[src/rtl/retro_memory_arbiter.sv]
// Round-robin arbiter sharing one retro memory port, with a read-tag FIFO.
// Optional RETRO_MEMARB_LOCK_EN adds ReqLock for atomic burst grants.
module retro_memory_arbiter #(
    parameter int Requesters      = 4,
    parameter int AddressBusWidth = 23,
    parameter int DataBusWidth    = 1,
    parameter int TagDepth        = 8
) (
    input  logic                                   Clk,
    input  logic                                   Reset,
    input  logic [Requesters*AddressBusWidth-1:0]  ReqAddress,
    input  logic [Requesters*8*DataBusWidth-1:0]   ReqDToTarget,
    input  logic [Requesters-1:0]                  ReqAccess,
    input  logic [Requesters*DataBusWidth-1:0]     ReqMask,
    input  logic [Requesters-1:0]                  ReqWrite,
`ifdef RETRO_MEMARB_LOCK_EN
    input  logic [Requesters-1:0]                  ReqLock,
`endif
    output logic [Requesters-1:0]                  ReqReady,
    output logic [Requesters-1:0]                  ReqDataReady,
    output logic [8*DataBusWidth-1:0]              ReqDToInitiator,
    output logic [AddressBusWidth-1:0]             MemAddress,
    output logic [8*DataBusWidth-1:0]              MemDToTarget,
    output logic                                   MemAccess,
    output logic [DataBusWidth-1:0]                MemMask,
    output logic                                   MemWrite,
    input  logic                                   MemReady,
    input  logic                                   MemDataReady,
    input  logic [8*DataBusWidth-1:0]              MemDToInitiator,
    output logic                                   ProtocolError
);

    localparam int PW = (Requesters > 1) ? $clog2(Requesters) : 1;
    localparam int TW = $clog2(TagDepth);
    localparam int BW = 8 * DataBusWidth;

    logic [PW-1:0]   ptr_q, ptr_d;
    logic [PW-1:0]   tags_q [TagDepth];
    logic [TW-1:0]   wr_ptr_q, wr_ptr_d;
    logic [TW-1:0]   rd_ptr_q, rd_ptr_d;
    logic [TW:0]     cnt_q, cnt_d;
    logic            pe_q, pe_d;

    logic                  full, empty;
    logic [Requesters-1:0] elig, elig_m;
    logic [PW-1:0]         gnt, idx, head;
    logic                  any, transfer, push, pop;

    assign full  = (cnt_q == (TW+1)'(TagDepth));
    assign empty = (cnt_q == '0);
    assign elig  = ReqAccess & (ReqWrite | {Requesters{~full}});

`ifdef RETRO_MEMARB_LOCK_EN
    logic lock_q, lock_d, locked;
    // A held lock restricts the grant to the locked owner, even if it stalls.
    assign locked = lock_q & ReqLock[ptr_q] & ReqAccess[ptr_q];
    assign elig_m = locked ? (elig & (Requesters'(1) << ptr_q)) : elig;
`else
    assign elig_m = elig;
`endif

    always_comb begin
        gnt = ptr_q;
        idx = ptr_q;
        any = 1'b0;
        for (int k = Requesters - 1; k >= 0; k--) begin
            idx = PW'((int'(ptr_q) + k) % Requesters);
            if (elig_m[idx]) begin
                gnt = idx;
                any = 1'b1;
            end
        end
    end

    assign MemAddress   = ReqAddress[int'(gnt)*AddressBusWidth +: AddressBusWidth];
    assign MemDToTarget = ReqDToTarget[int'(gnt)*BW +: BW];
    assign MemMask      = ReqMask[int'(gnt)*DataBusWidth +: DataBusWidth];
    assign MemWrite     = ReqWrite[gnt];
    assign MemAccess    = any & ~Reset;

    assign transfer = MemAccess & MemReady;
    assign push     = transfer & ~MemWrite;
    assign pop      = MemDataReady & ~empty & ~Reset;
    assign head     = tags_q[rd_ptr_q];

    assign ReqReady        = transfer ? (Requesters'(1) << gnt) : '0;
    assign ReqDataReady    = pop ? (Requesters'(1) << head) : '0;
    assign ReqDToInitiator = MemDToInitiator;
    assign ProtocolError   = pe_q;

    always_comb begin
        ptr_d    = ptr_q;
        wr_ptr_d = wr_ptr_q + TW'(push);
        rd_ptr_d = rd_ptr_q + TW'(pop);
        cnt_d    = cnt_q + (TW+1)'(push) - (TW+1)'(pop);
        pe_d     = pe_q | (MemDataReady & empty);
`ifdef RETRO_MEMARB_LOCK_EN
        lock_d   = lock_q;
`endif
        if (transfer) begin
            ptr_d = PW'((int'(gnt) + 1) % Requesters);
`ifdef RETRO_MEMARB_LOCK_EN
            lock_d = ReqLock[gnt];
            if (ReqLock[gnt]) ptr_d = gnt;
`endif
        end
    end

    always_ff @(posedge Clk or posedge Reset) begin
        if (Reset) begin
            ptr_q    <= '0;
            wr_ptr_q <= '0;
            rd_ptr_q <= '0;
            cnt_q    <= '0;
            pe_q     <= 1'b0;
            for (int i = 0; i < TagDepth; i++) tags_q[i] <= '0;
        end else begin
            ptr_q    <= ptr_d;
            wr_ptr_q <= wr_ptr_d;
            rd_ptr_q <= rd_ptr_d;
            cnt_q    <= cnt_d;
            pe_q     <= pe_d;
            if (push) tags_q[wr_ptr_q] <= gnt;
        end
    end

`ifdef RETRO_MEMARB_LOCK_EN
    always_ff @(posedge Clk or posedge Reset) begin
        if (Reset) lock_q <= 1'b0;
        else       lock_q <= lock_d;
    end
`endif

endmodule

[config.mk]
export PLATFORM = sky130hd
export DESIGN_NAME = retro_memory_arbiter
export DESIGN_NICKNAME = d
export VERILOG_FILES = /design/src/rtl/retro_memory_arbiter.sv
export SDC_FILE = /design/constraint.sdc
export NUM_CORES = 1
export LEC_CHECK = 0
export CORE_MARGIN = 3
export CORE_UTILIZATION = 30
export CTS_BUF_LIST = sky130_fd_sc_hd__clkbuf_16
export CTS_CLUSTER_DIAMETER = 100
export DETAILED_ROUTE_END_ITERATION = 10
export GPL_TIMING_DRIVEN = 1
export PLACE_DENSITY = 0.75
export SYNTH_ARGS = -nofsm -noshare
export SYNTH_HDL_FRONTEND = slang
export SYNTH_SLANG_ARGS = --single-unit
[constraint.sdc]
create_clock -name Clk -period 3.2 [get_ports Clk]
set_input_delay 0.64 -clock Clk [delete_from_list [all_inputs] [get_ports Clk]]
set_output_delay 0.64 -clock Clk [all_outputs]
set_load 0.01 [all_outputs]
==> results by group <==
Run status
  – Status: finished, violations left
  – Failing checks: setup timing

Detailed routing
  – DRT iter0 DRCs: 131
  – Vias: 2961
  – DRC: 0
  – Antenna viol nets, final: 0
  – WL per Instance: 20.4 µm
  – Pre-antenna DRT Iters: 4
  – Vias per Instance: 5.24
  – Final wirelength: 11.5 mm

Timing
  – Final setup fails: 43
  – Final Worst Setup Slack: -0.547 ns
  – Slew margin rel.: 65.6%
  – Max-slew violations: 0
  – Fmax: 267 MHz
  – Final hold violations: 0
  – Worst slew pin tran: 0.512 ns
  – Final period util: 117%
  – Clock Skew: 0.00429 ns
  – Min cycle time layout: 3.75 ns
  – Worst hold margin: 0.493 ns
  – RSZ-0062 raised after global routing: yes

Floorplan
  – Core ar.: 8810 µm²
  – Top-level I/O count: 199
  – Die X-Extent: 102 µm
  – Die area: 10300 µm²
  – Starting Density: 31.2%
  – Number of placement rows: 34
  – Die Span Y: 102 µm

Placement
  – Routability congestion estimate: 0.934
  – Placed insts: 531
  – Port buffer count: 182
  – Post-DP HPWL: 8.66 mm
  – Cell Area, Placed: 4920 µm²

Pwr
  – Switch Pwr: 1.59 mW
  – Logic gate share of total power: 71.8%
  – Final Power: 4.27 mW
  – P_leak: 2.33 nW
  – PD cells: 766 nW/µm²
  – Clock power frac: 12.0%
  – Peak supply drop: 0.000428 V
  – Int Pwr: 2.68 mW
  – Sw Ratio: 37.3%
  – Flop pwr share: 16.2%

Synthesis
  – #FFs+latches synth: 29
  – Async set-or-reset flop fraction in the synthesized netlist: 100%
  – Synth top area cells: mux4_2, dfrtp_1, ha_1, mux2_1, a21oi_1
  – Cell count after synthesis: 216
  – Yosys top cell by area: mux4_2
  – Seq/Total Area, Yosys: 26.4%
  – Synth unique cells: 54
  – Post-synth EDFFs: 0
  – Top FF cell, synth: dfrtp_1
  – Ys Warns: 0
  – Synthesized net count: 379
  – Post-synth design cell area: 2750 µm²
  – Top-area cell type share of the netlist area: 29.5%
  – Syn Area/Cell: 12.7 µm²

Clock network
  – CTS Sinks: 29
  – Clock slew at reported path FFs: 0.04 ns
  – CTS root buffer: clkbuf_16
  – Clk buf depth: 2
  – Worst skew pair latency: 0.27 ns
  – H-tree depth: 2
  – Cts bufs inserted: 5
  – CTS tree: done
  – Cts hold-fix bufs: 0

Setup path
  – Worst Reg-to-Reg Cells: 17
  – Worst endpoint required time: 2.56 ns
  – CP dominant cell by count: buf_6
  – Crit path DAT: 3.11 ns
  – Crit path cell chain: inv_2, ha_4, or4b_4, buf_6, a221oi_4, a2111oi_4, or2_4, inv_8, buf_8, buf_6, mux4_2, buf_6
  – R2R setup slack: -0.52 ns
  – Crit Path Category: reg2out
  – Startpoint types: flip-flop
  – Slowest-stage cell, CP: mux4_2
  – CP Max Fanout: 4
  – Critical path endpoint category: output pin
  – Peak per-stage delay on the critical path: 0.52 ns

Global route
  – Number of global-route vias before repair: 2984
  – Overflow left after global routing: 0
  – Initial antenna violation count: 0
  – Largest net degree at the start of global routing: 30
  – First-pass GRT wire length: 15.6 mm
  – Gr usage total: 19.8%

Final layout
  – Nets: 619
  – Area of the multi-input gates: 2040 µm²
  – N_diodes: 0
  – Fin cells: 565
  – FF/Latch Area: 726 µm²
  – Commonest non-fill, non-tap cells in the layout: clkdlybuf4s50_1, buf_4, mux4_2
  – Post-route cell area: 5580 µm²
  – Leading cell type in the layout, fill and taps excluded: clkdlybuf4s50_1
  – Synthesis-to-finish area growth: 103%
  – Fillcell total: 668
  – Layout cell share with drive strength beyond 1: 44.2%

Hold path
  – Hold Crit Class: reg2reg
  – Hold Path Stages: 1

Run
  – Max_cap viols: 0
==> layer usage <==
| layer | track usage (%) | part of all wire, % | wire length, µm |
|---|---|---|---|
| met1 | 21.5 | 35 | 4000 |
| met2 | 38.3 | 56 | 6420 |
| met3 | 4.34 | 7.4 | 846 |
| met4 | 5.42 | 2.0 | 233 |
| met5 | 0 | 0 | 0 |
==> layout make-up <==
cell class                 count  area share [%]
tap                          108            2.42
multi-input combinational    156            36.6
inverter                      14            1.23
sequential                    29            13.0
timing repair buffer         245            42.3
clock inverter                 3           0.673
clock buffer                   5            2.24
timing repair inverter         5            1.53
==> logic make-up after synthesis <==
kind of cell | count (synthesis) | share of synthesized area [%]
mux | 50 | 35.1
simple gates | 46 | 11.2
compound gates | 41 | 11.1
buf+inv | 31 | 7.83
flops | 29 | 26.4
fa+ha+maj | 15 | 7.10
xor+xnor | 4 | 1.27
==> cell usage after synthesis, types with 2 or more instances <==
library cell / instances
inv_1: 13
or4b_1: 2
nor2_1: 6
nand3_1: 3
nand2b_1: 3
a211oi_1: 2
nand4b_2: 2
nor3_1: 4
o21ai_0: 10
mux2i_1: 3
dfrtp_1: 29
o2bb2ai_1: 2
a21oi_1: 12
buf_6: 3
mux2_2: 5
nand2_1: 9
buf_4: 8
mux2_1: 6
xor2_1: 3
mux4_2: 36
clkbuf_8: 2
buf_2: 2
and2_1: 6
ha_1: 14
a21oi_2: 2
==> stage by stage <==
| step | util, % | TNS [ns] | setup WS (ns) |
|---|---|---|---|
| floorplan | - | -6.49 | -0.234 |
| global placement | 55.9 | -46.62 | -1.17 |
| finish | 63.3 | -19.66 | -0.547 |
| global route | 63.3 | -23.68 | -0.628 |
| CTS | 59.5 | -20.12 | -0.583 |
| detailed placement | 55.9 | -49.84 | -1.23 |
==> power groups by stage <==
stage          clock network [mW]  logic, mW  registers (mW)
2_1_floorplan                   0       1.45           0.666
3_3_place_gp                    0       2.45           0.675
3_5_place_dp                    0       2.51           0.685
4_1_cts                     0.521       2.72           0.687
5_1_grt                     0.538       3.28           0.718
6_report                    0.513       3.06           0.692
==> worst max-delay path: cells and delay by family, from the launching register on <==
kind,cells,cell delay [ns]
and+or+nand+nor,2,0.82
adders and majority gates,1,0.13
buffers and inverters,6,0.64
DFF,1,0.37
muxes,1,0.52
AOI/OAI and AO/OA,2,0.35
==> sequential cells by signal (all words and copies together) (netlist names) <==
signal         count
ProtocolError      1
wr_ptr_q           3
rd_ptr_q           3
cnt_q              4
tags_q            16
ptr_q              2
==> final timing paths <==
| path | startpoint | end |
|---|---|---|
| setup / recovery | cnt_q[2] | MemDToTarget[3] |
| hold / removal | ProtocolError | ProtocolError |
| setup reg to reg | cnt_q[2] | cnt_q[1] |
| hold reg to reg | ProtocolError | ProtocolError |
| max in group asynchronous | Reset | rd_ptr_q[2] |
| min in group asynchronous | Reset | cnt_q[1] |
==> timing repair <==
action                                  4_1_cts  5_1_grt
gates cloned                                  4        1
pin swaps                                     8       11
resized for setup                           189       56
buffers inserted                             12        9
endpoints found under the setup margin       50       50
Power figures use the tool's default switching activity.
